## src/rtl/udp_recv_if.sv

```systemverilog
// udp_recv_if: payload byte stream leaving udp_recv.
// master drives o_data/o_data_vl/o_sof/o_eof, slave consumes them.
interface udp_recv_if;
  logic [7:0] o_data;
  logic       o_data_vl;
  logic       o_sof;
  logic       o_eof;

  modport master (
    output o_data,
    output o_data_vl,
    output o_sof,
    output o_eof
  );

  modport slave (
    input o_data,
    input o_data_vl,
    input o_sof,
    input o_eof
  );
endinterface

```

## src/rtl/udp_recv.sv

```systemverilog
// udp_recv: GMII RX UDP/IPv4 parser; filters by MAC/type/proto/IP/port.
// Ports: rx byte stream in, payload stream out via pl, sender info, status.
module udp_recv #(
  parameter bit ACCEPT_BCAST = 1'b1
) (
  input  logic        rst_n,
  input  logic        i_rx_clk,
  input  logic [7:0]  i_rx_data,
  input  logic        i_rx_dv,
  input  logic [47:0] i_my_mac,
  input  logic [31:0] i_my_ip,
  input  logic [15:0] i_my_port,
  udp_recv_if.master  pl,
  output logic [47:0] o_src_mac,
  output logic [31:0] o_src_ip,
  output logic [15:0] o_src_port,
  output logic [15:0] o_len,
  output logic        o_pkt_ok,
  output logic        o_pkt_drop,
  output logic        o_pkt_err,
  output logic [15:0] o_pkt_count
);

  typedef enum logic [2:0] {
    IDLE, PREAMBLE, HDR, PAYLOAD, TRAILER, DROP
  } state_t;

  state_t      state_q, state_d;
  logic [15:0] n_q, n_d;
  logic        uc_q, uc_d;
  logic        bc_q, bc_d;
  logic        sync_q, sync_d;
  logic [47:0] smac_q, smac_d;
  logic [31:0] sip_q, sip_d;
  logic [15:0] sport_q, sport_d;
  logic [15:0] ulen_q, ulen_d;
  logic [7:0]  data_q, data_d;
  logic        vl_q, vl_d;
  logic        sof_q, sof_d;
  logic        eof_q, eof_d;
  logic [47:0] src_mac_q, src_mac_d;
  logic [31:0] src_ip_q, src_ip_d;
  logic [15:0] src_port_q, src_port_d;
  logic [15:0] len_q, len_d;
  logic        ok_q, ok_d;
  logic        drop_q, drop_d;
  logic        err_q, err_d;
  logic [15:0] pkt_count_q, pkt_count_d;

  logic [7:0]  mac_b, ip_b, port_b;
  logic        bad;

  always_comb begin
    case (n_q[2:0])
      3'd0:    mac_b = i_my_mac[47:40];
      3'd1:    mac_b = i_my_mac[39:32];
      3'd2:    mac_b = i_my_mac[31:24];
      3'd3:    mac_b = i_my_mac[23:16];
      3'd4:    mac_b = i_my_mac[15:8];
      default: mac_b = i_my_mac[7:0];
    endcase
    // dst IP sits at n=30..33, so n[1:0] runs 2,3,0,1
    case (n_q[1:0])
      2'd2:    ip_b = i_my_ip[31:24];
      2'd3:    ip_b = i_my_ip[23:16];
      2'd0:    ip_b = i_my_ip[15:8];
      default: ip_b = i_my_ip[7:0];
    endcase
    port_b = n_q[0] ? i_my_port[7:0] : i_my_port[15:8];
  end

  always_comb begin
    state_d     = state_q;
    n_d         = n_q;
    uc_d        = uc_q;
    bc_d        = bc_q;
    // armed once dv has been seen low; blocks mid-frame pickup
    sync_d      = sync_q | ~i_rx_dv;
    smac_d      = smac_q;
    sip_d       = sip_q;
    sport_d     = sport_q;
    ulen_d      = ulen_q;
    data_d      = 8'h00;
    vl_d        = 1'b0;
    sof_d       = 1'b0;
    eof_d       = 1'b0;
    src_mac_d   = src_mac_q;
    src_ip_d    = src_ip_q;
    src_port_d  = src_port_q;
    len_d       = len_q;
    ok_d        = 1'b0;
    drop_d      = 1'b0;
    err_d       = 1'b0;
    pkt_count_d = pkt_count_q;
    bad         = 1'b0;

    unique case (state_q)
      IDLE: begin
        if (i_rx_dv && sync_q) begin
          state_d = (i_rx_data == 8'h55) ? PREAMBLE : DROP;
        end
      end
      PREAMBLE: begin
        if (!i_rx_dv) begin
          state_d = IDLE;
        end else if (i_rx_data == 8'hD5) begin
          state_d = HDR;
          n_d     = 16'd0;
          uc_d    = 1'b1;
          bc_d    = 1'b1;
        end else if (i_rx_data != 8'h55) begin
          state_d = DROP;
        end
      end
      HDR: begin
        n_d = n_q + 16'd1;
        if (!i_rx_dv) begin
          drop_d  = 1'b1;
          state_d = IDLE;
        end else begin
          unique case (1'b1)
            (n_q < 16'd6): begin
              uc_d = uc_q & (i_rx_data == mac_b);
              bc_d = bc_q & (i_rx_data == 8'hFF);
              // MAC verdict taken once all six bytes are in
              if (n_q == 16'd5)
                bad = !(uc_d || (ACCEPT_BCAST && bc_d));
            end
            (n_q >= 16'd6 && n_q < 16'd12):
              smac_d = {smac_q[39:0], i_rx_data};
            (n_q == 16'd12): bad = (i_rx_data != 8'h08);
            (n_q == 16'd13): bad = (i_rx_data != 8'h00);
            (n_q == 16'd14): bad = (i_rx_data != 8'h45);
            (n_q == 16'd23): bad = (i_rx_data != 8'h11);
            (n_q >= 16'd26 && n_q < 16'd30):
              sip_d = {sip_q[23:0], i_rx_data};
            (n_q >= 16'd30 && n_q < 16'd34):
              bad = (i_rx_data != ip_b);
            (n_q == 16'd34 || n_q == 16'd35):
              sport_d = {sport_q[7:0], i_rx_data};
            (n_q == 16'd36 || n_q == 16'd37):
              bad = (i_rx_data != port_b);
            (n_q == 16'd38):
              ulen_d = {ulen_q[7:0], i_rx_data};
            (n_q == 16'd39): begin
              ulen_d = {ulen_q[7:0], i_rx_data};
              bad    = (ulen_d < 16'd8);
            end
            (n_q == 16'd41): begin
              src_mac_d  = smac_q;
              src_ip_d   = sip_q;
              src_port_d = sport_q;
              len_d      = ulen_q - 16'd8;
              n_d        = 16'd0;
              if (ulen_q == 16'd8) begin
                ok_d        = 1'b1;
                pkt_count_d = pkt_count_q + 16'd1;
                state_d     = TRAILER;
              end else begin
                state_d = PAYLOAD;
              end
            end
            default: ;
          endcase
          if (bad) begin
            drop_d  = 1'b1;
            state_d = DROP;
          end
        end
      end
      PAYLOAD: begin
        if (!i_rx_dv) begin
          err_d   = 1'b1;
          state_d = IDLE;
        end else begin
          data_d = i_rx_data;
          vl_d   = 1'b1;
          sof_d  = (n_q == 16'd0);
          n_d    = n_q + 16'd1;
          if (n_d == len_q) begin
            eof_d       = 1'b1;
            ok_d        = 1'b1;
            pkt_count_d = pkt_count_q + 16'd1;
            state_d     = TRAILER;
          end
        end
      end
      TRAILER, DROP: begin
        if (!i_rx_dv) state_d = IDLE;
      end
      default: state_d = IDLE;
    endcase
  end

  always_ff @(posedge i_rx_clk or negedge rst_n) begin
    if (!rst_n) begin
      state_q     <= IDLE;
      n_q         <= 16'd0;
      uc_q        <= 1'b0;
      bc_q        <= 1'b0;
      sync_q      <= 1'b0;
      smac_q      <= 48'd0;
      sip_q       <= 32'd0;
      sport_q     <= 16'd0;
      ulen_q      <= 16'd0;
      data_q      <= 8'h00;
      vl_q        <= 1'b0;
      sof_q       <= 1'b0;
      eof_q       <= 1'b0;
      src_mac_q   <= 48'd0;
      src_ip_q    <= 32'd0;
      src_port_q  <= 16'd0;
      len_q       <= 16'd0;
      ok_q        <= 1'b0;
      drop_q      <= 1'b0;
      err_q       <= 1'b0;
      pkt_count_q <= 16'd0;
    end else begin
      state_q     <= state_d;
      n_q         <= n_d;
      uc_q        <= uc_d;
      bc_q        <= bc_d;
      sync_q      <= sync_d;
      smac_q      <= smac_d;
      sip_q       <= sip_d;
      sport_q     <= sport_d;
      ulen_q      <= ulen_d;
      data_q      <= data_d;
      vl_q        <= vl_d;
      sof_q       <= sof_d;
      eof_q       <= eof_d;
      src_mac_q   <= src_mac_d;
      src_ip_q    <= src_ip_d;
      src_port_q  <= src_port_d;
      len_q       <= len_d;
      ok_q        <= ok_d;
      drop_q      <= drop_d;
      err_q       <= err_d;
      pkt_count_q <= pkt_count_d;
    end
  end

  assign pl.o_data    = data_q;
  assign pl.o_data_vl = vl_q;
  assign pl.o_sof     = sof_q;
  assign pl.o_eof     = eof_q;
  assign o_src_mac    = src_mac_q;
  assign o_src_ip     = src_ip_q;
  assign o_src_port   = src_port_q;
  assign o_len        = len_q;
  assign o_pkt_ok     = ok_q;
  assign o_pkt_drop   = drop_q;
  assign o_pkt_err    = err_q;
  assign o_pkt_count  = pkt_count_q;

endmodule

```

## src/flat_wrapper.sv

```systemverilog
// flat-port wrapper written by rule: the top's interface ports become plain ports
module udp_recv_flat 
#(
  parameter bit ACCEPT_BCAST = 1'b1
)
  (rst_n, i_rx_clk, i_rx_data, i_rx_dv, i_my_mac, i_my_ip, i_my_port, o_src_mac, o_src_ip, o_src_port, o_len, o_pkt_ok, o_pkt_drop, o_pkt_err, o_pkt_count, pl_o_data, pl_o_data_vl, pl_o_sof, pl_o_eof);
  udp_recv_if pl_i ();
  input  logic rst_n;
  input  logic i_rx_clk;
  input  logic [7:0] i_rx_data;
  input  logic i_rx_dv;
  input  logic [47:0] i_my_mac;
  input  logic [31:0] i_my_ip;
  input  logic [15:0] i_my_port;
  output logic [47:0] o_src_mac;
  output logic [31:0] o_src_ip;
  output logic [15:0] o_src_port;
  output logic [15:0] o_len;
  output logic o_pkt_ok;
  output logic o_pkt_drop;
  output logic o_pkt_err;
  output logic [15:0] o_pkt_count;
  output wire logic [$bits(pl_i.o_data)-1:0] pl_o_data;
  output wire logic [$bits(pl_i.o_data_vl)-1:0] pl_o_data_vl;
  output wire logic [$bits(pl_i.o_sof)-1:0] pl_o_sof;
  output wire logic [$bits(pl_i.o_eof)-1:0] pl_o_eof;
  assign pl_o_data = pl_i.o_data;
  assign pl_o_data_vl = pl_i.o_data_vl;
  assign pl_o_sof = pl_i.o_sof;
  assign pl_o_eof = pl_i.o_eof;
  udp_recv #(.ACCEPT_BCAST(ACCEPT_BCAST)) u_core (.rst_n(rst_n), .i_rx_clk(i_rx_clk), .i_rx_data(i_rx_data), .i_rx_dv(i_rx_dv), .i_my_mac(i_my_mac), .i_my_ip(i_my_ip), .i_my_port(i_my_port), .pl(pl_i), .o_src_mac(o_src_mac), .o_src_ip(o_src_ip), .o_src_port(o_src_port), .o_len(o_len), .o_pkt_ok(o_pkt_ok), .o_pkt_drop(o_pkt_drop), .o_pkt_err(o_pkt_err), .o_pkt_count(o_pkt_count));
endmodule
```

## config.mk

```make
export PLATFORM = sky130hd
export DESIGN_NAME = udp_recv_flat
export DESIGN_NICKNAME = d
export VERILOG_FILES = /design/src/rtl/udp_recv_if.sv /design/src/rtl/udp_recv.sv /design/src/flat_wrapper.sv
export SDC_FILE = /design/constraint.sdc
export NUM_CORES = 1
export LEC_CHECK = 0
export CORE_AREA = 2 2 162 164
export DETAILED_ROUTE_END_ITERATION = 7
export DIE_AREA = 0 0 164 166
export GPL_ROUTABILITY_DRIVEN = 0
export PLACE_DENSITY = 0.76
export RECOVER_POWER = 25
export SLEW_MARGIN = 20
export SYNTH_ARGS = -nofsm -noshare
export SYNTH_HDL_FRONTEND = slang
export SYNTH_SLANG_ARGS = --single-unit
export TNS_END_PERCENT = 100
```

## constraint.sdc

```tcl
create_clock -name i_rx_clk -period 4.4 [get_ports i_rx_clk]
set_clock_uncertainty 0.2 [all_clocks]
set_input_delay 1.1 -clock i_rx_clk [delete_from_list [all_inputs] [get_ports i_rx_clk]]
set_output_delay 1.1 -clock i_rx_clk [all_outputs]
set_load 0.05 [all_outputs]
```

==> impl_metrics.env, run 1 <==
export IMPL_fin_ws_ps=697
export IMPL_grt_pass1_wl_um=56200
export IMPL_crit_path_max_fanout=16
export IMPL_rows=59
export IMPL_period_share_pct=84.2
export IMPL_finalPower_uw=5780
export IMPL_core_area_sq_um=25600
export IMPL_postSynthCellCount=1264
export IMPL_cts_root_buffer="clkbuf_16"
export IMPL_fin_crit_ps=3700
export IMPL_cts_sinks=276
export IMPL_start_kind="register"
export IMPL_hold_viol_final=0
export IMPL_setup_violations_final=0
export IMPL_layout_nets=1600
export IMPL_min_path_cells=2
export IMPL_postLayoutCoreUtil_pct=65.0
export IMPL_synth_fp_nets=1379
export IMPL_grt_antenna_before_repair=3
export IMPL_fmax_ghz=0.270
export IMPL_synth_seq_cells=276
export IMPL_drt_iter0_markers=819
export IMPL_io_buffers=248
export IMPL_wirelength_um=35200
export IMPL_htree_levels=1
export IMPL_slew_headroom_pct=-35.5
export IMPL_cts_buffer_depth=3
export IMPL_cts_tree="yes"
export IMPL_yosysWarnings=0
export IMPL_ant_nets=0
export IMPL_drt_first_pass_iters=5
export IMPL_die_area_sq_um=27200
export IMPL_syn_area_sq_um=13000
export IMPL_regToRegStartpoint="u_core.n_q[1]"
export IMPL_power_density_nw_per_um2=347
export IMPL_drv_cap=1
export IMPL_avgRoutedWirePerCell_um=19.1
export IMPL_crit_type="register to register"
export IMPL_synth_common_cells="nand2_1 (349), dfrtp_1 (276), mux2_2 (109)"
export IMPL_synth_top_area_share_pct=53.2
export IMPL_grt_pass1_vias=10500
export IMPL_dieWidth_um=164
export IMPL_cts_setup_buffers=0
export IMPL_netlist_cell_type_count=76
export IMPL_cp_cell_sequence="ha_1, nand3_4, nor3_2, nand3_1, a221oi_2, and4bb_1, a22oi_4, nor4_1, xor2_1"
export IMPL_ios=249
export IMPL_worstSetupEndpointType="register"
export IMPL_track_usage_pct=25.9
export IMPL_synth_edff_count=0
export IMPL_p_leak_uw=0.00792
export IMPL_synth_top_area_cell="dfrtp_1"
export IMPL_layout_drive_gt1_share_pct=14.2
export IMPL_status="finished with violations"
export IMPL_clk_pin_slew_ps=70
export IMPL_critPathLaunch="u_core.n_q[1]"
export IMPL_synth_most_common_cell="nand2_1"
export IMPL_drt_vias_per_instance=5.64
export IMPL_required_ps=4650
export IMPL_critPathMaxStageDelay_ps=620
export IMPL_vias=10400
export IMPL_tightest_slew_ps=2030
export IMPL_synth_area_top_cells="dfrtp_1 (53%), nand2_1 (10%), mux2_2 (9.4%)"
export IMPL_slowest_stage="dfrtp_1"
export IMPL_hp_class="register to register"
export IMPL_cp_data_arrival_time_ps=3960
export IMPL_violations="capacitance limit, slew limit"
export IMPL_cts_hold_buf=0
export IMPL_synthFlopType="dfrtp_1"
export IMPL_syn_to_final_growth_pct=28.1
export IMPL_rsz0062_at_grt="no"
export IMPL_cts_buffers=27
export IMPL_die_h_um=166
export IMPL_place_hpwl_um=24500
export IMPL_reg2reg_depth=9
export IMPL_cts_resized=0
export IMPL_initial_core_util_pct=50.7
export IMPL_synth_seq_area_share_pct=53.2
export IMPL_place_ws_ps=468
export IMPL_maxSlewViolCount=82
export IMPL_grt_max_degree=106
export IMPL_clk_insertion_delay_late_ps=530
export IMPL_min_from="u_core.sport_q[15]"
export IMPL_drcViolationCount=0
export IMPL_ys_async_sr_fraction_pct=100
export IMPL_syn_avg_cell_area_sq_um=10.3
export IMPL_setup_tns_ps=0
export IMPL_gr_total_overflow=0
export IMPL_power_ir_vdd_worst_v=0.000298
==> area by class of cell <==
type | instances | area (sq um)
Timing Repair Buffer | 274 | 2690
Sequential cell | 276 | 6910
Inverter | 11 | 41.3
Tap cell | 335 | 419
Clock buffer | 36 | 769
Antenna cell | 2 | 5.00
Fill cell | 2024 | 8970
Multi-Input combinational cell | 895 | 5660
Clock inverter | 13 | 151
==> state kept, by name, summed over array words and instances, names as in the netlist, 3 cells and up <==
signal / cells
u_core.o_src_mac: 48
u_core.state_q: 3
u_core.sip_q: 32
u_core.o_pkt_count: 16
u_core.n_q: 16
u_core.ulen_q: 16
u_core.smac_q: 48
u_core.o_src_ip: 32
u_core.o_len: 16
u_core.pl.o_data: 8
u_core.sport_q: 16
u_core.o_src_port: 16
==> per-stage QoR <==
step	hold slack (ps)	instance area (sq um)	cells
2_1_floorplan	233	13000	1264
3_3_place_gp	243	15700	1791
3_5_place_dp	248	15700	1791
4_1_cts	258	16700	1840
5_1_grt	292	16600	1842
6_report	267	16600	1842
==> cell families after synthesis <==
family	Yosys count	synth area share, %
AO/OA/AOI/OAI	164	8.84
XOR/XNOR	51	3.44
adder cells (fa/ha/maj)	8	0.770
buffers and inverters	93	3.36
flip-flops	276	53.2
multiplexers	123	10.5
AND/OR/NAND/NOR	549	19.9
==> cell usage in the layout, fill, tap and decap left out, drive strengths merged, types with 7 or more instances in the layout <==
master,count
a21oi,29
xnor2,31
a31oi,7
o31ai,11
nor3,21
nor2b,9
and3,15
clkdlybuf4s50,247
ha,8
or3,10
buf,24
mux2i,12
nand2,350
nand3,19
nand4,12
nand3b,7
xor2,20
a221oi,8
a222oi,13
dfrtp,276
nor4,16
mux2,111
nor2,50
inv,12
o21ai,51
clkbuf,39
or4,7
nand2b,12
==> routing by layer <==
metal  track usage, %  vias to the layer above  share of wire (%)
met5                0                        -              0.040
met4             8.09                        2                3.0
met3             5.72                       70                8.6
met2             42.2                      416                 47
met1             34.6                     5060                 41
li1                 -                     4832                  -
==> worst paths after layout <==
| kind | end | slack (ps) |
|---|---|---|
| max in group asynchronous | u_core.o_src_mac[39] | 790 |
| min reg2reg | u_core.o_src_port[15] | 270 |
| min in group asynchronous | u_core.o_src_ip[19] | 950 |
| max reg2reg | u_core.o_pkt_count[12] | 700 |
| min | u_core.o_src_port[15] | 270 |
| max | u_core.o_pkt_count[12] | 700 |
==> power by group <==
group | switching (uW) | internal (uW) | total (uW) | leakage [uW]
Sequential | 93.4 | 2570 | 2660 | 0.00378
Clock | 971 | 1400 | 2370 | 0.000450
Combinational | 417 | 324 | 742 | 0.00369
==> critical path, delay by kind of cell, from the launching register on <==
kind | cells | cell delay (ps)
AOI/OAI and AO/OA | 2 | 570
xor gates and xnor gates | 1 | 180
adders and majority gates | 1 | 530
DFF | 1 | 620
and+or+nand+nor | 5 | 1500
Note: power is estimated with default switching activity, not from simulation.
==> run 2: changes to the inputs <==
CORE_AREA = 2 2 170 172   (was 2 2 162 164)
DIE_AREA = 0 0 172 174   (was 0 0 164 166)
PLACE_DENSITY = 0.72   (was 0.76)
clock period = 3.14 ns   (was 4.4 ns; I/O delays follow)
==> run 2 against run 1 <==
The flow now finishes without violations. Register-to-register slack lost 580 ps. Global-route usage down 2.4 points. Final cell count grew 6.5%. Setup slack lost 580 ps. Die area rose by 9.9%. Clock-buffer cell count unchanged. First-iteration DRC count is 22% lower. Sequential power up 38%. Critical endpoint is now u_core.o_pkt_count[1].
==> impl_metrics.env, run 2 (same netlist as run 1, synthesis figures left out) <==
export IMPL_period_share_pct=96.1
export IMPL_finalPower_uw=8490
export IMPL_cts_root_buffer="clkbuf_16"
export IMPL_reg2reg_depth=9
export IMPL_p_leak_uw=0.00829
export IMPL_drcViolationCount=0
export IMPL_wirelength_um=35500
export IMPL_clk_pin_slew_ps=60
export IMPL_place_hpwl_um=25400
export IMPL_layout_nets=1669
export IMPL_required_ps=3380
export IMPL_cp_depth=9
export IMPL_power_ir_vdd_worst_v=0.000432
export IMPL_drt_iter0_markers=642
export IMPL_setup_violations_final=0
export IMPL_cts_tree="yes"
export IMPL_min_from="u_core.sport_q[15]"
export IMPL_path_buf_inv=2
export IMPL_min_path_cells=2
export IMPL_vias=10600
export IMPL_maxSlewViolCount=0
export IMPL_layout_common_cells="nand2_1 (349), dfrtp_1 (276), clkdlybuf4s50_1 (246)"
export IMPL_syn_to_final_growth_pct=33.8
export IMPL_cts_sinks=276
export IMPL_cts_buffers=28
export IMPL_ios=249
export IMPL_cp_cell_sequence="buf_4, nand4_2, or3_1, and4b_1, o21ai_1, and4bb_2, a22oi_4, buf_4, mux2_2"
export IMPL_worstSetupEndpointType="register"
export IMPL_holdWs_ps=262
export IMPL_postLayoutCoreUtil_pct=61.6
export IMPL_cp_data_arrival_time_ps=3250
export IMPL_postPlaceCellArea_sq_um=16400
export IMPL_layout_drive_gt1_share_pct=18.2
export IMPL_start_kind="register"
export IMPL_worst_path_most_repeated_cell="buf_4"
export IMPL_hp_class="register to register"
export IMPL_core_area_sq_um=28200
export IMPL_regToRegStartpoint="u_core.n_q[1]"
export IMPL_gr_total_overflow=0
export IMPL_status="finished clean"
export IMPL_fin_crit_ps=3020
export IMPL_clk_insertion_delay_late_ps=550
export IMPL_dieWidth_um=172
export IMPL_io_buffers=248
export IMPL_critPathLaunch="u_core.n_q[1]"
export IMPL_fin_area_sq_um=17400
export IMPL_cp_top_family="simple AND/OR/NAND/NOR gates"
export IMPL_power_density_nw_per_um2=488
export IMPL_cts_buffer_depth=3
export IMPL_drt_vias_per_instance=5.40
export IMPL_avgRoutedWirePerCell_um=18.1
export IMPL_ant_nets=0
export IMPL_rows=62
export IMPL_htree_levels=1
export IMPL_grt_pass1_vias=10600
export IMPL_fmax_ghz=0.331
export IMPL_slew_headroom_pct=21.4
export IMPL_hold_viol_final=0
export IMPL_tightest_slew_ps=1180
export IMPL_grt_pass1_wl_um=56300
export IMPL_grt_max_degree=106
export IMPL_drv_cap=0
export IMPL_track_usage_pct=23.5
export IMPL_crit_type="register to register"
export IMPL_final_common_cell="nand2_1"
export IMPL_die_area_sq_um=29900
export IMPL_grt_antenna_before_repair=3
export IMPL_slowest_stage="or3_1"
export IMPL_die_h_um=174
export IMPL_drt_first_pass_iters=5
export IMPL_rsz0062_at_grt="no"
export IMPL_crit_path_max_fanout=9
export IMPL_critPathMaxStageDelay_ps=380
export IMPL_initial_core_util_pct=46.0
export IMPL_setup_tns_ps=0
## run 2: cell count changes in the layout (fill, tap and decap cells not counted), moves of 2 or more
cell           delta
buf_4            +62
buf_12            +4
bufinv_16         +3
and2_1            -2
clkbuf_1          +2
clkbuf_8          -2
clkinv_2          -2
dlygate4sd3_1     +2
## run 2: cell type report
| class | count | area (sq um) |
|---|---|---|
| inverter | 11 | 41.3 |
| timing repair buffer | 342 | 3260 |
| clock buffer | 36 | 771 |
| antenna | 3 | 7.51 |
| tap | 384 | 480 |
| sequential | 276 | 6910 |
| multi-input combinational | 895 | 5690 |
| clock inverter | 14 | 239 |
| fill | 2365 | 10800 |
## run 2: power breakdown
group          leakage, uW  total (uW)  switching (uW)  internal [uW]
clock             0.000486        3610            1390           2220
sequential         0.00378        3680            80.1           3600
combinational      0.00403        1190             651            540
total              0.00829        8490            2120           6370
## run 2: per-stage QoR
stage	worst slack, ps	cells
3_5_place_dp	-283	1906
5_1_grt	3.35	1960
3_3_place_gp	-295	1906
2_1_floorplan	37.8	1264
6_report	122	1961
4_1_cts	56.1	1957
## run 2: final timing paths
check,to,slack (ps)
min in group asynchronous,u_core.o_src_ip[4],800
hold reg to reg,u_core.o_src_port[15],260
setup reg to reg,u_core.o_pkt_count[1],120
hold / removal,u_core.o_src_port[15],260
setup / recovery,u_core.o_pkt_count[1],120
max in group asynchronous,u_core.smac_q[29],410
## run 2: metal layers
metal | up-vias | wire, um | track usage (%)
met3 | 60 | 2830 | 4.90
met2 | 377 | 16700 | 38.7
met5 | - | 0 | 0
met4 | 0 | 983 | 6.93
li1 | 4955 | - | -
met1 | 5191 | 14900 | 31.3
## run 2: what timing repair did
action | 4_1_cts | 5_1_grt
buffers inserted | 0 | 1
hold endpoints to repair | 39 | 0
hold buffers | 1 | 0
resized for setup | 0 | 8
endpoints found under the setup margin | 0 | 17
## run 2: worst register-to-register path: stages (launching register included)
cell and delay (ps):
dfrtp_1 360, buf_4 140, nand4_2 200, or3_1 380
and4b_1 190, o21ai_1 180, and4bb_2 310, a22oi_4 380
buf_4 230, mux2_2 330
